===== src/rtl/mul_div_unit.sv =====
// rtl/mul_div_unit.sv - iterative RV32M multiply/divide unit, one bit per clock
// Shift-add multiply and restoring divide share one 2W accumulator; divide specials finish in one cycle.
module mul_div_unit #(
  parameter int DATA_WIDTH    = 32,
  parameter int OPCODE_LENGTH = 3
) (
  input  logic                     clk,
  input  logic                     rst_n,
  input  logic                     flush,
  input  logic                     in_valid,
  output logic                     in_ready,
  input  logic [DATA_WIDTH-1:0]    SrcA,
  input  logic [DATA_WIDTH-1:0]    SrcB,
  input  logic [OPCODE_LENGTH-1:0] Operation,
  output logic                     out_valid,
  input  logic                     out_ready,
  output logic [DATA_WIDTH-1:0]    Result
);
  localparam int W  = DATA_WIDTH;
  localparam int CW = $clog2(W) + 1;

  typedef enum logic [1:0] {IDLE = 2'd0, CALC = 2'd1, DONE = 2'd2} state_t;

  state_t          state, state_next;
  logic [CW-1:0]   cnt;
  logic [2*W-1:0]  acc;
  logic [W-1:0]    opnd;
  logic            op_div, op_sel, op_lo, res_neg;

  logic            accept, is_div, a_signed, b_signed, sign_a, sign_b;
  logic            div_zero, div_ovf, special, last;
  logic [W-1:0]    mag_a, mag_b, special_res;
  logic [W:0]      add_sum, shifted, diff;
  logic [2*W-1:0]  acc_step, prod_fix;
  logic [W-1:0]    div_val, div_fix, final_res;

  // Operand decode on the accept cycle: magnitudes, signs and divide special cases.
  always_comb begin
    is_div   = Operation[2];
    a_signed = is_div ? ~Operation[0] : (Operation[1] ^ Operation[0]);
    b_signed = is_div ? ~Operation[0] : (~Operation[1] & Operation[0]);
    sign_a   = a_signed & SrcA[W-1];
    sign_b   = b_signed & SrcB[W-1];
    mag_a    = sign_a ? -SrcA : SrcA;
    mag_b    = sign_b ? -SrcB : SrcB;
    div_zero = is_div & (SrcB == '0);
    div_ovf  = is_div & ~Operation[0] & (SrcA == {1'b1, {(W-1){1'b0}}}) & (SrcB == '1);
    special  = div_zero | div_ovf;
    if (div_zero) special_res = Operation[1] ? SrcA : '1;
    else          special_res = Operation[1] ? '0 : SrcA;
  end

  // Multiply: acc = {partial, multiplier}; divide: acc = {remainder, dividend/quotient}.
  always_comb begin
    add_sum = {1'b0, acc[2*W-1:W]} + (acc[0] ? {1'b0, opnd} : {(W+1){1'b0}});
    shifted = {acc[2*W-1:W], acc[W-1]};
    diff    = shifted - {1'b0, opnd};
    if (op_div) acc_step = diff[W] ? {shifted[W-1:0], acc[W-2:0], 1'b0}
                                   : {diff[W-1:0], acc[W-2:0], 1'b1};
    else        acc_step = {add_sum, acc[W-1:1]};
    prod_fix  = res_neg ? -acc_step : acc_step;
    div_val   = op_sel ? acc_step[2*W-1:W] : acc_step[W-1:0];
    div_fix   = res_neg ? -div_val : div_val;
    final_res = op_div ? div_fix : (op_lo ? prod_fix[W-1:0] : prod_fix[2*W-1:W]);
    last      = (cnt == CW'(W - 1));
  end

  always_comb begin
    in_ready   = (state == IDLE) & ~flush;
    out_valid  = (state == DONE) & ~flush;
    accept     = in_valid & in_ready;
    state_next = state;
    case (state)
      IDLE:    if (accept) state_next = special ? DONE : CALC;
      CALC:    if (last) state_next = DONE;
      DONE:    if (out_ready) state_next = IDLE;
      default: state_next = IDLE;
    endcase
    if (flush) state_next = IDLE;
  end

  always_ff @(posedge clk or negedge rst_n) begin
    if (!rst_n) state <= IDLE;
    else        state <= state_next;
  end

  always_ff @(posedge clk or negedge rst_n) begin
    if (!rst_n) begin
      cnt     <= '0;
      acc     <= '0;
      opnd    <= '0;
      op_div  <= 1'b0;
      op_sel  <= 1'b0;
      op_lo   <= 1'b0;
      res_neg <= 1'b0;
      Result  <= '0;
    end else if (flush) begin
      cnt <= '0;
    end else begin
      case (state)
        IDLE: if (accept) begin
          op_div  <= is_div;
          op_sel  <= Operation[1];
          op_lo   <= (Operation[1:0] == 2'b00);
          // Remainder follows the dividend sign; everything else takes signA ^ signB.
          res_neg <= (is_div & Operation[1]) ? sign_a : (sign_a ^ sign_b);
          acc     <= {{W{1'b0}}, (is_div ? mag_a : mag_b)};
          opnd    <= is_div ? mag_b : mag_a;
          cnt     <= '0;
          if (special) Result <= special_res;
        end
        CALC: begin
          acc <= acc_step;
          cnt <= cnt + CW'(1);
          if (last) begin
            Result <= final_res;
            cnt    <= '0;
          end
        end
        default: ;
      endcase
    end
  end
endmodule


===== config.mk =====
export PLATFORM = sky130hd
export DESIGN_NAME = mul_div_unit
export DESIGN_NICKNAME = d
export VERILOG_FILES = /design/src/rtl/mul_div_unit.sv
export SDC_FILE = /design/constraint.sdc
export NUM_CORES = 1
export LEC_CHECK = 0
export CORE_ASPECT_RATIO = 1.75
export CORE_MARGIN = 1.5
export CORE_UTILIZATION = 50
export DETAILED_ROUTE_END_ITERATION = 10
export PLACE_DENSITY = 0.69
export SETUP_SLACK_MARGIN = 0.05
export SKIP_LAST_GASP = 1
export SLEW_MARGIN = 20
export SYNTH_ARGS = -nofsm -noshare
export SYNTH_HDL_FRONTEND = slang
export SYNTH_SLANG_ARGS = --single-unit

===== constraint.sdc =====
create_clock -name clk -period 15.6 [get_ports clk]
set_input_delay 3.12 -clock clk [delete_from_list [all_inputs] [get_ports clk]]
set_output_delay 3.12 -clock clk [all_outputs]
set_load 0.01 [all_outputs]

==> results by group, run 1 <==
Run status
  – Status: completed

Timing
  – Worst setup margin: 7.625 ns
  – Unrepaired setup endpoints after global routing: false
  – Worst-Margin Slew: 1.210 ns
  – # setup viols final: 0
  – Min Tclk post-route: 7.975 ns
  – Hold slack: 0.4823 ns
  – Max-slew headroom: 17.28%
  – Clock Skew: 0.01389 ns
  – Max Clock Freq: 125.4 MHz
  – Max-slew violation count: 0
  – Period utilization: 51.12%
  – Setup TNS: 0 ns
  – Hold Vio Cnt, Final: 0

Worst setup path
  – Critical Path RT: 15.92 ns
  – CP top delay family: simple AND/OR/NAND/NOR gates
  – Critical Path Sink Type: flop
  – CP max stage cell: nor2_1
  – CP Data Arrival Time: 8.30 ns
  – Startpoint types: primary input
  – Max FO, Critical Path: 43
  – Most numerous cell on the critical path: nor2_1
  – Worst path bufs/invs: 2
  – Critical Path, Cell by Cell: clkdlybuf4s50_1 > or4_1 > nor4_1 > nor3b_1 > nand2_1 > o21ai_0 > nor2_1 > a21oi_1 > nor2_1 > or2_2 > buf_4 > nor2_1 > o21ai_0 > a221oi_1 > a311oi_1
  – WS Path Type: in2reg
  – Delay of the slowest critical-path stage: 0.81 ns

Logic synthesis
  – Area share of the largest cell type after synthesis: 20.32%
  – Synth unique cells: 101
  – Yosys top cell by area: dfrtp_1
  – Syn avg cell area: 7.149 sq um
  – YS warnings: 0
  – Yosys reg bits: 140
  – Mapped Area: 17240 sq um
  – Synth top area cells: dfrtp_1 20%, o21ai_0 7.4%, a21oi_1 6.8%
  – Post-synthesis sequential area ratio: 20.32%
  – EDFF count, synth: 0
  – Post-synthesis cell count: 2412
  – Asr flop ratio synth: 100.0%
  – Net Count, Synth: 2558
  – Top FF cell, synth: dfrtp_1

Min path
  – Min-delay worst type: reg2reg

Power and ir drop
  – Total power after layout: 4.339 mW
  – LEAKAGE: 7.677 nW
  – PD cells: 227.5 nW/um^2
  – VDD IR max: 0.1173 mV

Global route
  – Gr usage total: 39.65%
  – First-pass GRT wire length: 106600 um
  – Vias in the first global route: 18.10k
  – Initial antenna violation count: 1
  – Pin count of the biggest net entering global routing: 80
  – Grt ovf: 0

Clock network
  – CTS Buffer Depth: 2
  – CTS resizes: 0
  – CTS H-tree lvls: 4
  – Reg clk slew, reported paths: 0.07 ns
  – TritonCTS buffer count: 17
  – Sink Count: 140
  – Worst-Skew Late Latency: 0.47 ns
  – CTS Hold Bufs: 0
  – Post-CTS Setup Inserts: 0
  – CTS Root Cell: clkbuf_16
  – CTS tree: yes

Placed design
  – Detail Placement HPWL: 54350 um
  – Port Buffer Count: 105
  – Worst slack at placement: 7.243 ns
  – GP Congestion: 1.007

Route
  – Routed wire length per instance: 24.47 um
  – First-pass DRT Iterations: 6
  – DRC: 0
  – Routed WL: 70370 um
  – DR iter-0 viols: 1814
  – Via count: 18.90k
  – Routed Antenna Nets: 0
  – Via density: 6.572

Cells and area
  – Most frequent cells in the layout: 296 x nand2_1, 254 x o21ai_0, 242 x nor2_1, 233 x a21oi_1, 136 x dfrtp_1
  – Most common cell after layout, fill and taps aside: nand2_1
  – Layout area overhead: 10.60%
  – Register area: 3511 sq um
  – Final Net Count: 2554
  – # diodes: 0
  – Layout cell share with drive strength beyond 1: 6.402%
  – Multi-input gate area: 12860 sq um
  – Fillers: 3385

Floorplanning
  – Initial Utilization: 50.94%
  – Row cnt: 89
  – I/O Pins: 106
  – Die X: 143.4 um
  – Core Area: 33850 sq um
  – Die Span Y: 248.7 um
  – Die ar.: 35660 sq um

Run
  – Max-cap violations: 0
==> registers in the layout, summed over array words and instances (netlist names) <==
signal and cells:
op_lo 1, op_div 1, state 2, op_sel 1, res_neg 1, opnd 32
Result 32, acc 64, cnt 6
==> through the flow <==
stage / std cells / utilization (%) / instance area [sq um]
3_3_place_gp: 2843 / 54.45 / 18430
2_1_floorplan: 2412 / - / 17240
3_5_place_dp: 2844 / 54.49 / 18450
6_report: 2876 / 56.34 / 19070
4_1_cts: 2876 / 56.34 / 19070
5_1_grt: 2876 / 56.34 / 19070
==> power by group <==
part	switching [mW]	total, mW	internal (mW)
Clock	0.183	0.451	0.268
Sequential	0.231	0.736	0.505
Combinational	2.02	3.15	1.14
==> logic make-up (layout without fill, tap and decap cells) <==
logic type | after synthesis | in the layout | share of synthesized area, %
mux | 97 | 97 | 5.935
compound gates | 819 | 819 | 30.04
fa+ha+maj | 74 | 74 | 5.456
simple gates | 886 | 886 | 24.37
buf+inv | 226 | 235 | 5.253
flops | 140 | 140 | 20.32
xor+xnor | 170 | 170 | 8.634
==> cell type report <==
class	instances	area share, %
multi-input cells	2046	67.41
repair buffers	129	6.469
flip-flops and latches	140	18.41
clock buffers	18	2.250
well taps	455	2.985
clock inverters	14	1.023
inverters	74	1.456
==> metal layers <==
layer  vias up  wire, um  track usage, %
met1      8849     26020           46.33
met4         2      6747           32.36
met2      1013     32260           63.39
met3       272      5326           5.912
li1       8764         -               -
met5         -        17               0
==> synthesized netlist by cell type (21+ instances only) <==
cell type and n:
and2_1 48, ha_1 72, a31oi_1 37, nand2_1 297, clkbuf_1 111, nor3_1 66, o31ai_1 22, xor2_1 76
inv_1 72, a211oi_1 34, mux2i_1 67, or3_1 26, nand3_1 35, nor4_1 23, o211ai_1 21, nor2_1 245
a21oi_1 233, a21o_1 29, xnor2_1 94, mux2_2 28, and3_1 21, nand4_1 26, dfrtp_1 140, o21ai_0 255
==> tightest hold or removal path, stage by stage, from the launching register on <==
cell and delay (ns):
dfrtp_1 0.34, nand2_1 0.04, o21ai_0 0.06
==> path summary, 6_finish.rpt <==
path	startpoint	endpoint	slack [ns]	cells past startpoint
hold reg to reg	Result[9]	Result[9]	0.48	2
hold / removal	Result[9]	Result[9]	0.48	2
max in group asynchronous	rst_n	res_neg	11.33	2
setup / recovery	SrcA[7]	Result[29]	7.63	15
min in group asynchronous	rst_n	op_div	2.70	1
setup reg to reg	acc[54]	Result[30]	8.50	23
Power figures use the tool's default switching activity.
==> run 2: changes to the inputs <==
--- a/config.mk
+++ b/config.mk
@@ -9,7 +9,7 @@
 export CORE_MARGIN = 1.5
 export CORE_UTILIZATION = 50
 export DETAILED_ROUTE_END_ITERATION = 10
-export PLACE_DENSITY = 0.69
+export PLACE_DENSITY = 0.72
 export SETUP_SLACK_MARGIN = 0.05
 export SKIP_LAST_GASP = 1
 export SLEW_MARGIN = 20
==> constraint.sdc (replaced) <==
create_clock -name clk -period 7.07 [get_ports clk]
set_input_delay 1.414 -clock clk [delete_from_list [all_inputs] [get_ports clk]]
set_output_delay 1.414 -clock clk [all_outputs]
set_load 0.01 [all_outputs]
==> results by group, run 2 (synthesis results as in run 1) <==
Run status
  – Status: completed

Cells and area
  – # diodes: 0
  – Layout area overhead: 11.15%
  – Most common cell after layout, fill and taps aside: nand2_1
  – Final Net Count: 2574
  – Post-route cell area: 19170 sq um
  – Biggest register: acc
  – Max reg flops: 64
  – Regs by FF count: acc: 64 flops, Result: 32 flops, opnd: 32 flops
  – Non-Filler Instances: 2896
  – Most frequent cells in the layout: 296 x nand2_1, 255 x o21ai_0, 242 x nor2_1, 233 x a21oi_1, 137 x dfrtp_1
  – Layout cell share with drive strength beyond 1: 7.087%

Timing
  – # setup viols final: 0
  – Max-slew headroom: 23.93%
  – Max Clock Freq: 155.8 MHz
  – Min Tclk post-route: 6.418 ns
  – Max-slew violation count: 0
  – Setup TNS: 0 ns
  – Period utilization: 90.78%
  – Hold Vio Cnt, Final: 0
  – Worst-Margin Slew: 1.141 ns
  – Unrepaired setup endpoints after global routing: false
  – Hold slack: 0.4886 ns
  – Clock Skew: 0.009668 ns

Worst setup path
  – Critical Path RT: 7.41 ns
  – Max FO, Critical Path: 6
  – Startpoint types: flop
  – Critical Path Sink Type: flop
  – CP Data Arrival Time: 6.76 ns
  – WS Path Type: reg2reg

Route
  – DRC: 0
  – First-pass DRT Iterations: 6
  – Via count: 18.92k
  – Via density: 6.534
  – Routed Antenna Nets: 0
  – Routed wire length per instance: 25.09 um
  – DR iter-0 viols: 1677
  – Routed WL: 72650 um

Run
  – Max-cap violations: 0

Clock network
  – Reg clk slew, reported paths: 0.07 ns
  – CTS tree: yes
  – Post-CTS Setup Inserts: 0
  – Worst-Skew Late Latency: 0.47 ns
  – CTS Buffer Depth: 2
  – CTS Hold Bufs: 0
  – CTS Root Cell: clkbuf_16
  – Sink Count: 140
  – CTS H-tree lvls: 4
  – TritonCTS buffer count: 17
  – CTS resizes: 0

Min path
  – Min-delay worst type: reg2reg

Placed design
  – GP Congestion: 1.030
  – DP Area: 18600 sq um
  – Detail Placement HPWL: 56410 um
  – Post-Place Cells: 2864
  – Port Buffer Count: 105

Global route
  – Grt ovf: 0
  – Initial antenna violation count: 3
  – Gr usage total: 41.02%
  – Pin count of the biggest net entering global routing: 106
  – First-pass GRT wire length: 109400 um
  – Vias in the first global route: 18.07k

Floorplanning
  – Die ar.: 35660 sq um
  – I/O Pins: 106
  – Core Area: 33850 sq um
  – Die Span Y: 248.7 um
  – Die X: 143.4 um
  – Initial Utilization: 50.94%
  – Row cnt: 89

Power and ir drop
  – LEAKAGE: 7.774 nW
  – PD cells: 498.2 nW/um^2
  – VDD IR max: 0.2381 mV
  – Total power after layout: 9.548 mW
run 2: worst paths after layout:
check                         from    endpoint  slack [ns]  depth (start not counted)
min in group asynchronous    rst_n      op_div        0.98                          1
max in group asynchronous    rst_n     res_neg        4.59                          2
setup / recovery           acc[31]  Result[28]        0.65                         24
hold reg to reg             cnt[5]      cnt[5]        0.49                          1
setup reg to reg           acc[31]  Result[28]        0.65                         24
hold / removal              cnt[5]      cnt[5]        0.49                          1
run 2: layer usage:
layer	vias to the layer above	track usage, %	wire length, um
met1	8904	49.05	27730
met5	-	0	22
met4	4	33.85	6804
met3	252	5.796	4937
li1	8831	-	-
met2	931	64.35	33150
run 2: power breakdown:
part,internal (mW),switching (mW),total (mW)
clock,0.520,0.406,0.926
combinational,2.56,4.47,7.04
sequential,1.12,0.472,1.59
run 2: metrics by stage:
stage               util [%]  setup slack [ns]
floorplan                  -             1.423
CTS                    56.62            0.7518
detailed placement     54.93            0.7910
global route           56.62           0.08196
finish                 56.62            0.6516
global placement       54.93             1.034
run 2: cell type report:
class	instances	area (sq um)
inverter	74	277.8
tap	455	569.3
timing repair buffer	149	1380
clock inverter	10	87.58
fill	3397	14690
clock buffer	22	484.2
sequential	140	3510
multi-input combinational	2046	12860
run 2: critical path, stage by stage, from the launching register on:
cell,delay [ns]
dfrtp_1,0.43
inv_1,0.10
ha_1,0.17
inv_1,0.06
fa_1,0.43
a21o_1,0.23
a221oi_2,0.44
a22o_1,0.29
a21o_1,0.24
a211oi_4,0.11
a21oi_1,0.30
ha_1,0.31
nand2_1,0.09
or2_2,0.34
nor4_1,0.27
nand3_1,0.20
nor3_1,0.27
o21ai_0,0.28
or3b_1,0.50
or2_1,0.35
nor2_1,0.22
a31o_2,0.19
xor2_1,0.06
a221oi_1,0.35
nor2_1,0.07
==> run 3: changes to the inputs <==
--- a/config.mk
+++ b/config.mk
@@ -6,10 +6,10 @@
 export NUM_CORES = 1
 export LEC_CHECK = 0
 export CORE_ASPECT_RATIO = 1.75
-export CORE_MARGIN = 1.5
+export CORE_MARGIN = 5
 export CORE_UTILIZATION = 50
 export DETAILED_ROUTE_END_ITERATION = 10
-export PLACE_DENSITY = 0.72
+export PLACE_DENSITY = 0.69
 export SETUP_SLACK_MARGIN = 0.05
 export SKIP_LAST_GASP = 1
 export SLEW_MARGIN = 20
==> constraint.sdc (replaced) <==
create_clock -name clk -period 7.6 [get_ports clk]
set_input_delay 1.52 -clock clk [delete_from_list [all_inputs] [get_ports clk]]
set_output_delay 1.52 -clock clk [all_outputs]
set_load 0.01 [all_outputs]
==> results by group, run 3 (synthesis results as in run 1) <==
Cells and area
  – Most common cell after layout, fill and taps aside: nand2_1
  – # diodes: 0
  – Layout area overhead: 10.67%
  – Final Net Count: 2561
  – Regs by FF count: acc: 64 flops, Result: 32 flops, opnd: 32 flops
  – Layout cell share with drive strength beyond 1: 6.631%
  – Max reg flops: 64
  – Biggest register: acc
  – Most frequent cells in the layout: 296 x nand2_1, 255 x o21ai_0, 242 x nor2_1, 233 x a21oi_1, 137 x dfrtp_1
  – Fillers: 3434

Floorplanning
  – Row cnt: 90
  – Initial Utilization: 50.21%
  – Die X: 150.4 um
  – Core Area: 34350 sq um
  – Die Span Y: 255.7 um
  – I/O Pins: 106
  – Die ar.: 38450 sq um

Worst setup path
  – CP startpoint: acc[54]
  – Startpoint types: flop
  – Critical Path Sink Type: flop
  – Reg2reg setup slack: 1.06 ns
  – R2R Path End: Result[10]
  – WS Path Type: reg2reg
  – Reg-to-reg critical path startpoint: acc[54]
  – Max FO, Critical Path: 10
  – R2r worst-path depth: 22
  – CP Data Arrival Time: 6.92 ns
  – Critical Path RT: 7.98 ns

Clock network
  – Post-CTS Setup Inserts: 0
  – Sink Count: 140
  – CTS H-tree lvls: 4
  – Worst-Skew Late Latency: 0.46 ns
  – CTS tree: yes
  – CTS Root Cell: clkbuf_16
  – CTS Buffer Depth: 2
  – Reg clk slew, reported paths: 0.07 ns
  – TritonCTS buffer count: 17
  – CTS Hold Bufs: 0
  – CTS resizes: 0

Global route
  – Busiest layer in global routing: met2
  – Grt ovf: 0
  – GRT met1 Usage: 44.34%
  – Initial antenna violation count: 2
  – Gr usage total: 37.86%
  – GRT met2 Usage: 61.94%
  – GRT met3 Usage: 5.704%
  – Vias in the first global route: 18.41k
  – First-pass GRT wire length: 110700 um
  – Pin count of the biggest net entering global routing: 83

Timing
  – Hold Vio Cnt, Final: 0
  – Max Clock Freq: 152.9 MHz
  – Clock Skew: 0.01587 ns
  – Period utilization: 86.08%
  – Max-slew violation count: 0
  – Unrepaired setup endpoints after global routing: false
  – Worst-Margin Slew: 1.090 ns
  – Max-slew headroom: 26.65%
  – Setup TNS: 0 ns
  – Min Tclk post-route: 6.542 ns
  – Worst setup margin: 1.058 ns
  – # setup viols final: 0

Route
  – Via count: 18.75k
  – DR iter-0 viols: 1637
  – Routed WL: 73900 um
  – Via density: 6.493
  – Routed wire length per instance: 25.59 um
  – Routed Antenna Nets: 0
  – DRC: 0
  – First-pass DRT Iterations: 6

Min path
  – Min-delay worst type: reg2reg
  – Worst hold path depth: 2
  – Hold wc startpoint: Result[7]
  – Endpoint, Worst Hold: Result[7]

Placed design
  – Port Buffer Count: 105
  – Worst slack at placement: 1.083 ns
  – GP Congestion: 0.9853
  – Detail Placement HPWL: 57850 um

Power and ir drop
  – Total power after layout: 8.941 mW
  – VDD IR max: 0.3008 mV
  – PD cells: 468.5 nW/um^2
  – LEAKAGE: 7.694 nW

Run status
  – Status: completed

Run
  – Max-cap violations: 0
==> run 3: area by class of cell <==
class                           instances  area, sq um  share of cell area, %
Multi-Input combinational cell       2046        12850                  67.36
Sequential cell                       140         3510                  18.39
Timing Repair Buffer                  136         1290                  6.760
Tap cell                              460        575.6                  3.016
Clock buffer                           17        425.4                  2.229
Inverter                               74        277.8                  1.456
Clock inverter                         15        151.4                 0.7933
==> run 3: metrics by stage <==
step	hold WS, ns	utilization (%)	cell area, sq um	instances
after global placement	0.4712	53.84	18490	2855
after CTS	0.4974	55.52	19070	2887
after global routing	0.5109	55.56	19080	2888
after detailed placement	0.4793	53.84	18490	2855
final	0.4906	55.56	19080	2888
after floorplan	0.4459	-	17240	2412
==> run 3: power breakdown <==
group / switching [mW] / internal, mW / leakage [nW]
Sequential: 0.453 / 1.04 / 1.78
Clock: 0.402 / 0.461 / 0.274
Combinational: 4.24 / 2.35 / 5.64
Total: 5.10 / 3.84 / 7.69
==> run 3: worst max path at each step <==
stage	endpoint	slack, ns	cells past startpoint
after floorplan	Result[30]	1.95	26
after global placement	Result[23]	1.26	15
after detailed placement	Result[29]	1.08	15
after CTS	Result[10]	1.15	22
after global routing	Result[10]	0.57	22
final	Result[10]	1.06	22
==> run 3: per-layer routing <==
metal / up-vias / routed length (um)
met3: 244 / 4812
met4: 0 / 6408
met2: 860 / 34960
met1: 8837 / 27720
met5: - / 0
li1: 8810 / -
==> run 3: worst max-delay path: stages (launching register included) <==
cell      delay, ns
dfrtp_1        0.41
ha_1           0.47
nand4_1        0.22
nor4_1         0.60
buf_4          0.24
nand3_1        0.12
a21oi_1        0.43
a211oi_4       0.11
a21oi_1        0.33
ha_1           0.30
nand2_1        0.08
or2_2          0.34
nor4_1         0.27
nand3_1        0.20
nor3_1         0.24
o21ai_0        0.27
nor3_1         0.47
a31oi_1        0.19
xnor2_1        0.19
mux2_2         0.29
a22oi_1        0.34
mux2i_1        0.18
a31oi_1        0.18
